[src/rtl/qproc_tdisp_pkg.sv]
// Shared types for the timed-event dispatcher: time width, FSM states and the queued event record.
// Event records carry EVT_DW payload bits; the dispatcher's DW must not exceed EVT_DW.
package qproc_tdisp_pkg;

    localparam int TIME_W = 48;
    localparam int EVT_DW = 32;

    typedef enum logic [1:0] {
        ST_IDLE,
        ST_ARM,
        ST_FLUSH
    } state_t;

    typedef struct packed {
        logic [TIME_W-1:0] ts;
        logic [EVT_DW-1:0] data;
    } evt_t;

endpackage

[src/rtl/qproc_tdisp_fifo.sv]
// First-word-fall-through event FIFO with synchronous clear and registered count/empty/full.
module qproc_tdisp_fifo
    import qproc_tdisp_pkg::*;
#(
    parameter int  DEPTH   = 8,
    parameter type entry_t = evt_t
) (
    input  logic                   clk_i,
    input  logic                   rst_ni,
    input  logic                   clr_i,
    input  logic                   push_i,
    input  entry_t                 wdata_i,
    input  logic                   pop_i,
    output entry_t                 rdata_o,
    output logic                   empty_o,
    output logic                   full_o,
    output logic [$clog2(DEPTH):0] cnt_o
);

    localparam int AW = $clog2(DEPTH);
    localparam logic [AW:0] FULL_CNT = (AW+1)'(DEPTH);

    entry_t        mem_q [DEPTH];
    logic [AW-1:0] wr_ptr_q, wr_ptr_d;
    logic [AW-1:0] rd_ptr_q, rd_ptr_d;
    logic [AW:0]   cnt_q, cnt_d;
    logic          empty_q, full_q;
    logic          do_push, do_pop;

    assign do_push = push_i & ~full_q;
    assign do_pop  = pop_i & ~empty_q;

    always_comb begin
        // NOTE: every next-state signal gets its default first, so no path leaves it unassigned and no latch is inferred.
        wr_ptr_d = wr_ptr_q;
        rd_ptr_d = rd_ptr_q;
        cnt_d    = cnt_q;
        if (clr_i) begin
            wr_ptr_d = '0;
            rd_ptr_d = '0;
            cnt_d    = '0;
        end else begin
            if (do_push) wr_ptr_d = wr_ptr_q + 1'b1;
            if (do_pop)  rd_ptr_d = rd_ptr_q + 1'b1;
            case ({do_push, do_pop})
                2'b10:   cnt_d = cnt_q + 1'b1;
                2'b01:   cnt_d = cnt_q - 1'b1;
                default: cnt_d = cnt_q;
            endcase
        end
    end

    always_ff @(posedge clk_i or negedge rst_ni) begin
        // NOTE: registers are updated with non-blocking assignments so all flops sample the same pre-edge values.
        if (!rst_ni) begin
            wr_ptr_q <= '0;
            rd_ptr_q <= '0;
            cnt_q    <= '0;
            empty_q  <= 1'b1;
            full_q   <= 1'b0;
        end else begin
            wr_ptr_q <= wr_ptr_d;
            rd_ptr_q <= rd_ptr_d;
            cnt_q    <= cnt_d;
            empty_q  <= (cnt_d == '0);
            full_q   <= (cnt_d == FULL_CNT);
        end
    end

    // NOTE: the storage array has no reset; pointers and count alone decide which entries are meaningful.
    always_ff @(posedge clk_i) begin
        if (do_push && !clr_i) mem_q[wr_ptr_q] <= wdata_i;
    end

    assign rdata_o = mem_q[rd_ptr_q];
    assign empty_o = empty_q;
    assign full_o  = full_q;
    assign cnt_o   = cnt_q;

endmodule

[src/rtl/qproc_time_dispatch.sv]
// Timed-event dispatcher: releases queued payloads as one-cycle strobes when the absolute time reaches their timestamp.
// Build option QPROC_TDISP_LATE_DROP_EN: late heads are popped and discarded instead of dispatched.
module qproc_time_dispatch
    import qproc_tdisp_pkg::*;
#(
    parameter int DEPTH = 8,
    parameter int DW    = 32
) (
    input  logic                   t_clk_i,
    input  logic                   t_rst_ni,
    input  logic [TIME_W-1:0]      time_abs_i,
    input  logic                   time_rst_i,
    input  logic                   flush_i,
    input  logic                   push_vld_i,
    output logic                   push_rdy_o,
    input  logic [TIME_W-1:0]      push_time_i,
    input  logic [DW-1:0]          push_data_i,
    output logic                   out_vld_o,
    output logic [DW-1:0]          out_data_o,
    output logic                   late_o,
    output logic [$clog2(DEPTH):0] cnt_o,
    output logic                   empty_o,
    output logic                   full_o
);

    localparam int CW = $clog2(DEPTH) + 1;

    evt_t              push_evt, head_evt;
    logic              clr, fifo_push, fifo_pop, fifo_empty, fifo_full;
    logic [CW-1:0]     fifo_cnt;
    logic [TIME_W-1:0] diff;
    logic              due, exact, late_now, emit;

    state_t            state_q;
    logic              out_vld_q, late_q;
    logic [DW-1:0]     out_data_q;

    assign clr        = flush_i | time_rst_i;
    assign push_rdy_o = ~fifo_full & (state_q != ST_FLUSH);
    assign fifo_push  = push_vld_i & push_rdy_o & ~clr;

    assign push_evt.ts   = push_time_i;
    assign push_evt.data = EVT_DW'(push_data_i);

    qproc_tdisp_fifo #(
        .DEPTH   (DEPTH),
        .entry_t (evt_t)
    ) u_fifo (
        .clk_i   (t_clk_i),
        .rst_ni  (t_rst_ni),
        .clr_i   (clr),
        .push_i  (fifo_push),
        .wdata_i (push_evt),
        .pop_i   (fifo_pop),
        .rdata_o (head_evt),
        .empty_o (fifo_empty),
        .full_o  (fifo_full),
        .cnt_o   (fifo_cnt)
    );

    // Signed modulo-2^48 difference keeps the due test correct across counter wrap.
    assign diff     = time_abs_i - head_evt.ts;
    assign due      = ~diff[TIME_W-1];
    assign exact    = (diff == '0);
    assign late_now = due & ~exact;
    assign fifo_pop = (state_q == ST_ARM) & ~fifo_empty & due & ~clr;

`ifdef QPROC_TDISP_LATE_DROP_EN
    assign emit = fifo_pop & exact;
`else
    assign emit = fifo_pop;
`endif

    always_ff @(posedge t_clk_i or negedge t_rst_ni) begin
        if (!t_rst_ni) begin
            state_q    <= ST_IDLE;
            out_vld_q  <= 1'b0;
            late_q     <= 1'b0;
            out_data_q <= '0;
        end else begin
            out_vld_q <= 1'b0;
            late_q    <= 1'b0;
            if (clr) begin
                state_q <= ST_FLUSH;
            end else begin
                case (state_q)
                    ST_IDLE:  if (fifo_push) state_q <= ST_ARM;
                    ST_ARM: begin
                        if (fifo_empty || (fifo_pop && fifo_cnt == CW'(1) && !fifo_push))
                            state_q <= ST_IDLE;
                    end
                    ST_FLUSH: state_q <= ST_IDLE;
                    default:  state_q <= ST_IDLE;
                endcase
            end
            if (fifo_pop) late_q <= late_now;
            if (emit) begin
                out_vld_q  <= 1'b1;
                out_data_q <= DW'(head_evt.data);
            end
        end
    end

    assign out_vld_o  = out_vld_q;
    assign out_data_o = out_data_q;
    assign late_o     = late_q;
    assign cnt_o      = fifo_cnt;
    assign empty_o    = fifo_empty;
    assign full_o     = fifo_full;

endmodule
[config.mk]
export PLATFORM = sky130hd
export DESIGN_NAME = qproc_time_dispatch
export DESIGN_NICKNAME = d
export VERILOG_FILES = /design/src/rtl/qproc_tdisp_pkg.sv /design/src/rtl/qproc_tdisp_fifo.sv /design/src/rtl/qproc_time_dispatch.sv
export SDC_FILE = /design/constraint.sdc
export NUM_CORES = 1
export LEC_CHECK = 0
export ABC_AREA = 1
export CAP_MARGIN = 15
export CORE_MARGIN = 2
export CORE_UTILIZATION = 56
export CTS_BUF_LIST = sky130_fd_sc_hd__clkbuf_8
export DETAILED_ROUTE_END_ITERATION = 6
export DONT_BUFFER_PORTS = 1
export GPL_ROUTABILITY_DRIVEN = 1
export HOLD_SLACK_MARGIN = 0.1
export PLACE_DENSITY = 0.78
export SYNTH_ARGS = -nofsm -noshare
export SYNTH_HDL_FRONTEND = slang
export SYNTH_SLANG_ARGS = --single-unit
[constraint.sdc]
create_clock -name t_clk_i -period 21 [get_ports t_clk_i]
set_input_delay 4.2 -clock t_clk_i [delete_from_list [all_inputs] [get_ports t_clk_i]]
set_output_delay 4.2 -clock t_clk_i [all_outputs]
set_load 0.05 [all_outputs]
### Word level (Yosys, flattened, before mapping)

Memories as Yosys holds them, arrays and structs flattened.
Cells that the tools add are included.

* $add $sub $neg: 5
* multipliers: 0
* div/mod/pow operators: 0
* order comparisons: 0
* equality and inequality tests: 8
* shift operators: 0
* mux-type cells: 14
* bitwise logic cells: 15
* reduce and logical (&&, ||, !) cells: 12

Operators with widths (number)
* 48-bit zero test: 1
* 48-bit subtractor: 1
* 3-bit two-way mux: 4
* 1-bit bitwise AND: 9
* 4-bit one-hot mux with 2 select lines: 1
* 3-bit by 1-bit adder with 3-bit output, second input constant: 2
* 2-bit two-way mux: 3
* 1-bit inverter: 5
* 4-bit by 1-bit adder with 4-bit output, second input constant: 1
* 2-bit by 1-bit == test with 1-bit output, second input constant: 2
* 4-bit by 1-bit == test with 1-bit output, second input constant: 1
* 4-bit == test, second input constant: 1
* 4-bit zero test: 1
* 1-bit two-way mux: 4
* 4-bit two-way mux: 1
* 2-bit one-hot mux with 2 select lines: 1
* 2-bit nonzero test: 2
* 4-bit by 1-bit subtractor with 4-bit output, second input constant: 1
* 1-bit logical AND: 3
* 3-bit by 2-bit inequality test with 1-bit output, second input constant: 1
* 3-bit inequality test, second input constant: 1
* 2-bit == test, second input constant: 1
* 1-bit zero test: 2
* 2-bit zero test: 1
* other kinds (4): 4

* register bits after elaboration: 48
* bits in latches: 0
* RAM bits: 640
* ROM bits: 0
* output and inout port bits: 41
* memories: 1

Memory list
* u_fifo.mem_q: depth 8, bits a word 80, rd ports 1, clocked after Yosys merged registers in 0, write ports 1, line qproc_tdisp_fifo.sv:23 `entry_t mem_q [DEPTH];`

### Depth between registers and ports, before layout

An unclocked memory read counts as a cell.

* word-level depth: 11
* mapped depth: 33
* gate-level depth less buffers: 29

### Cells and area by module

Synthesis repeated with hierarchy kept, for this count alone.

* cell total of the unflattened synthesis: 3098
* area, all modules: 31655.4 µm²

Modules (own cells, without submodules)
* qproc_tdisp_fifo: instances 1, cells an instance 1907, area each 25588.3 µm², seq. area each 19520.0 µm²
* qproc_time_dispatch: instances 1, cells an instance 1191, area each 6067.1 µm², seq. area each 900.9 µm²

### Least setup slack after synthesis

No wires, ideal clock.

* path kind: input to register
* start point: input time_rst_i
* end point: memory u_fifo.mem_q[2][0] (netlist name) (enable)
* setup time: 0.617 ns
* arrival: 10.459 ns
* data required time: 20.383 ns
* slack: 9.923 ns
* stages on the path: 5
* buffers on the path: 0
* cells stage by stage: nor2_1 inv_1 nor2_1 nand2_1 nor3_1

* longest elaborated chain between the ends: 7

Ends and longest elaborated chain
* from (decl): line qproc_time_dispatch.sv:12 `input logic time_rst_i,`
* 1-bit bitwise OR (*): line qproc_time_dispatch.sv:38 `assign clr = flush_i | time_rst_i;`
* 1-bit inverter: line qproc_time_dispatch.sv:40 `assign fifo_push = push_vld_i & push_rdy_o & ~clr;`
* 1-bit bitwise AND: line qproc_time_dispatch.sv:40
* 1-bit bitwise AND: line qproc_tdisp_fifo.sv:30 `assign do_push = push_i & ~full_q;`
* 1-bit logical AND (*): line qproc_tdisp_fifo.sv:72 `if (do_push && !clr_i) mem_q[wr_ptr_q] <= wdata_i;`
* 1-bit two-way mux (*): line qproc_tdisp_fifo.sv:72
* 1-bit two-way mux (not written as such) (*): line qproc_tdisp_fifo.sv:72
* to (decl): line qproc_tdisp_fifo.sv:23

Every way passes the cells marked *; elsewhere a longest branch is shown, timed or not.

### Final worst setup path

* start point: register u_fifo.rd_ptr_q[0]
* end point: register u_fifo.empty_q, in the netlist u_fifo.empty_o

* longest elaborated chain between the ends: 10

Ends and longest elaborated chain
* from (decl): line qproc_tdisp_fifo.sv:25 `logic [AW-1:0] rd_ptr_q, rd_ptr_d;`
* from (signal assigned): line qproc_tdisp_fifo.sv:63 `rd_ptr_q <= rd_ptr_d;`
* memory 8 x 80 bit (*)
* 48-bit subtractor (*): line qproc_time_dispatch.sv:62 `assign diff = time_abs_i - head_evt.ts;`
* 1-bit inverter (*): line qproc_time_dispatch.sv:63 `assign due = ~diff[TIME_W-1];`
* 1-bit bitwise AND (*) (2 in a row): line qproc_time_dispatch.sv:66 `assign fifo_pop = (state_q == ST_ARM) & ~fifo_empty & due & ~clr;`
* 1-bit bitwise AND (*): line qproc_tdisp_fifo.sv:31 `assign do_pop = pop_i & ~empty_q;`
* 2-bit by 1-bit == test with 1-bit output / 2-bit == test (equally long branches): line qproc_tdisp_fifo.sv:45 `case ({do_push, do_pop})`
* 4-bit one-hot mux with 2 select lines (*): line qproc_tdisp_fifo.sv:45
* 4-bit two-way mux (*): line qproc_tdisp_fifo.sv:38 `if (clr_i) begin`
* via u_fifo.cnt_d[2]: line qproc_tdisp_fifo.sv:26 `logic [AW:0] cnt_q, cnt_d;`
* 4-bit zero test (*): line qproc_tdisp_fifo.sv:65 `empty_q <= (cnt_d == '0);`
* to (signal assigned): line qproc_tdisp_fifo.sv:65
* to (decl): line qproc_tdisp_fifo.sv:27 `logic empty_q, full_q;`

The timed path passes the listed nets; every way through them passes the cells marked *.
A chain may end at the register's enable or synchronous reset.

==> flow_summary.json <==
{
  "hold_class": "reg -> reg",
  "finalHoldViolations": 0,
  "ys_ff_latch": 688,
  "cts_resized": 0,
  "clock-sinks": 688,
  "hold_buffers": 0,
  "cp-end-kind": "register",
  "power.density_nw_per_um2": 79.54,
  "grtUsageMet3_pct": 5.923,
  "fin_ws_ns": 13.81,
  "totalWireLength_um": 80390,
  "numCtsBuffers": 101,
  "arrival_ns": 7.83,
  "p_leak_nw": 12.59,
  "io_pins": 174,
  "die_x_um": 238.2,
  "avgSynthCellArea_um2": 10.77,
  "grtUsageMet1_pct": 36.06,
  "ir_drop_v": 0.00007646,
  "drc": 0,
  "die-area_um2": 56720,
  "crit_fanout": 89,
  "relSlewSlack_pct": 26.99,
  "drt_iter0_drc": 1966,
  "vias_per_cell": 5.923,
  "path_buf_inv": 4,
  "critPathSlowestCell": "dfrtp_4",
  "yosysWarnings": 0,
  "clock_latency_ns": 0.72,
  "skew_ns": 0.04443,
  "core_area_um2": 54030,
  "cap_violations": 0,
  "syn_area_um2": 30700,
  "grt_busiest_layer": "met2",
  "nets": 3037,
  "grt_first_pass_wirelength_um": 121100,
  "die_h_um": 238.2,
  "dp_slack_ns": 13.27,
  "synthToLayoutAreaGrowth_pct": 8.517,
  "slew_viol_final": 0,
  "finalCritPeriodShare_pct": 34.24,
  "initial_core_util_pct": 56.83,
  "path_clk_slew_ns": 0.07,
  "crit_family": "simple AND/OR/NAND/NOR gates",
  "fmax_mhz": 139.1,
  "cpPeakStageDelay_ns": 0.88,
  "grt_pass1_vias": 21260,
  "finalSetupTns_ns": 0,
  "min_period_ns": 7.189,
  "dr.pass1.iters": 6,
  "met2_usage_pct": 47.47,
  "gp_congestion": 1.044,
  "ant_nets": 0,
  "synth_ff_type": "edfxtp_1",
  "worstMarginPinSlew_ns": 1.095,
  "cts_tree": "done",
  "rsz0062_at_grt": "false",
  "wl_per_cell_um": 22.12,
  "cts_setup_buffers": 0,
  "root_buffer": "clkbuf_8",
  "grt_max_degree": 145,
  "grt_overflow_total": 0,
  "syn-num-nets": 3039,
  "start_kind": "register",
  "async_flop_share_pct": 6.977,
  "drive_above_1_share_pct": 7.797,
  "status": "completed",
  "criticalPathCategory": "reg -> reg",
  "postSynthCellCount": 2851,
  "grt_usage_pct": 28.32,
  "yosysSeqAreaShare_pct": 66.51,
  "final_util_pct": 61.67,
  "cts_buffer_depth": 3,
  "num_vias": 21530,
  "cts_max_level": 3,
  "portBuffers": 0,
  "crit_top_cell": "nand2_2",
  "required_ns": 21.64,
  "finalSetupViolCount": 0,
  "synth_edf_count": 640,
  "dp_hpwl_um": 51170,
  "nFillCells": 4162,
  "yosysUniqueCellTypes": 44,
  "antenna_found_initial": 1,
  "placementRows": 85
}
-- final timing paths --
kind	depth (start not counted)	start	slack, ns	to
hold reg to reg	1	state_q[0]$_DFFE_PN0P_	0.47	state_q[0]$_DFFE_PN0P_
max in group asynchronous	0	t_rst_ni	17.63	out_data_o[11]$_DFFE_PN0N_
hold / removal	1	state_q[0]$_DFFE_PN0P_	0.47	state_q[0]$_DFFE_PN0P_
setup / recovery	25	u_fifo.rd_ptr_q[0]$_DFFE_PN0P_	13.81	u_fifo.empty_o$_DFF_PN1_
min in group asynchronous	0	t_rst_ni	3.18	u_fifo.rd_ptr_q[0]$_DFFE_PN0P_
setup reg to reg	25	u_fifo.rd_ptr_q[0]$_DFFE_PN0P_	13.81	u_fifo.empty_o$_DFF_PN1_
-- state kept, by name, indices dropped and copies added, names as in the netlist, 2 cells and up --
register and count:
out_data_o 32, state_q 2, u_fifo.cnt_o 4, u_fifo.mem_q 640, u_fifo.rd_ptr_q 3, u_fifo.wr_ptr_q 3
-- report_power, final --
part	switching (mW)	internal [mW]
combinational	0.0624	0.0281
clock	0.501	0.540
sequential	0.0157	1.50
-- placed cells by master, fill, tap and decap left out, types with 4 or more instances in the layout --
cell        count
nand3_1        62
clkinv_2       14
nand4_1        21
buf_4          24
clkbuf_8      110
o22ai_1        80
clkinv_1       18
o21bai_1        7
nor3_1          5
o21ai_2         7
ha_1           54
o221ai_1       77
nor2_2         12
clkinvlp_4      4
nor3_2          6
nand2_2        12
nand2_1       505
nor2_1        418
edfxtp_1      640
inv_2          13
nor2_4          8
inv_8           4
dfrtp_1        44
inv_1         280
xor2_1         15
o21ai_0       425
a21oi_1        33
bufinv_16       4
-- per-stage QoR --
step                hold slack [ns]  total power [mW]  instances  cell area, um2
detailed placement           0.4571             1.637       3442           31310
floorplan                    0.4304             1.611       2851           30700
CTS                          0.4722             2.663       3633           33320
finish                       0.4710             2.650       3634           33320
global route                 0.5073             2.739       3633           33320
global placement             0.4529             1.636       3442           31310
-- cells by family (layout without fill, tap and decap cells) --
group	count (synthesis)	count (layout)	share of synthesized area, %
AO/OA/AOI/OAI	643	643	11.98
XOR/XNOR	17	17	0.4849
adder cells (fa/ha/maj)	55	55	2.266
buffers and inverters	389	475	4.874
flip-flops	688	688	66.51
other	0	1	0
AND/OR/NAND/NOR	1059	1059	13.89
-- layout make-up --
cell class | count | area [um2] | share of cell area, %
Timing Repair Buffer | 24 | 180.2 | 0.5407
Sequential cell | 688 | 20430 | 61.32
Tap cell | 696 | 870.8 | 2.614
Inverter | 260 | 988.4 | 2.967
Multi-Input combinational cell | 1774 | 8837 | 26.52
Antenna cell | 1 | 2.502 | 0.007510
Clock buffer | 110 | 1514 | 4.544
Clock inverter | 81 | 494.2 | 1.483
-- cell usage after synthesis, types with 2 or more instances --
library cell	number	area (um2)
nor2_4	4	45.04
o221ai_1	77	674.4
o21ai_2	7	61.31
ha_1	54	675.7
edfxtp_1	640	19220
a21oi_1	33	165.2
a31oi_1	2	12.51
o211ai_1	2	15.01
buf_2	14	70.07
o22ai_1	80	500.5
xor2_1	15	131.4
nor3_2	2	20.02
o31ai_1	3	22.52
xnor2_1	2	17.52
nand2_2	12	75.07
nand3b_1	2	15.01
nor2_2	12	75.07
buf_1	2	7.510
buf_6	2	22.52
clkbuf_1	110	412.9
o21ai_0	425	2127
inv_2	12	45.04
and2_1	3	18.77
nor2_1	422	1584
dfrtp_1	47	1176
nand4_1	21	131.4
inv_1	248	930.9
nor3_1	9	45.04
nand3_1	62	310.3
o21bai_1	7	52.55
nand2_1	505	1896
o21ai_1	3	15.01
-- per-layer routing --
metal / vias to the layer above / routed length, um
met1: 10430 / 31990
met2: 939 / 39390
met3: 153 / 6118
met4: 0 / 2886
met5: - / 0
li1: 10000 / -
Power figures use the tool's default switching activity.
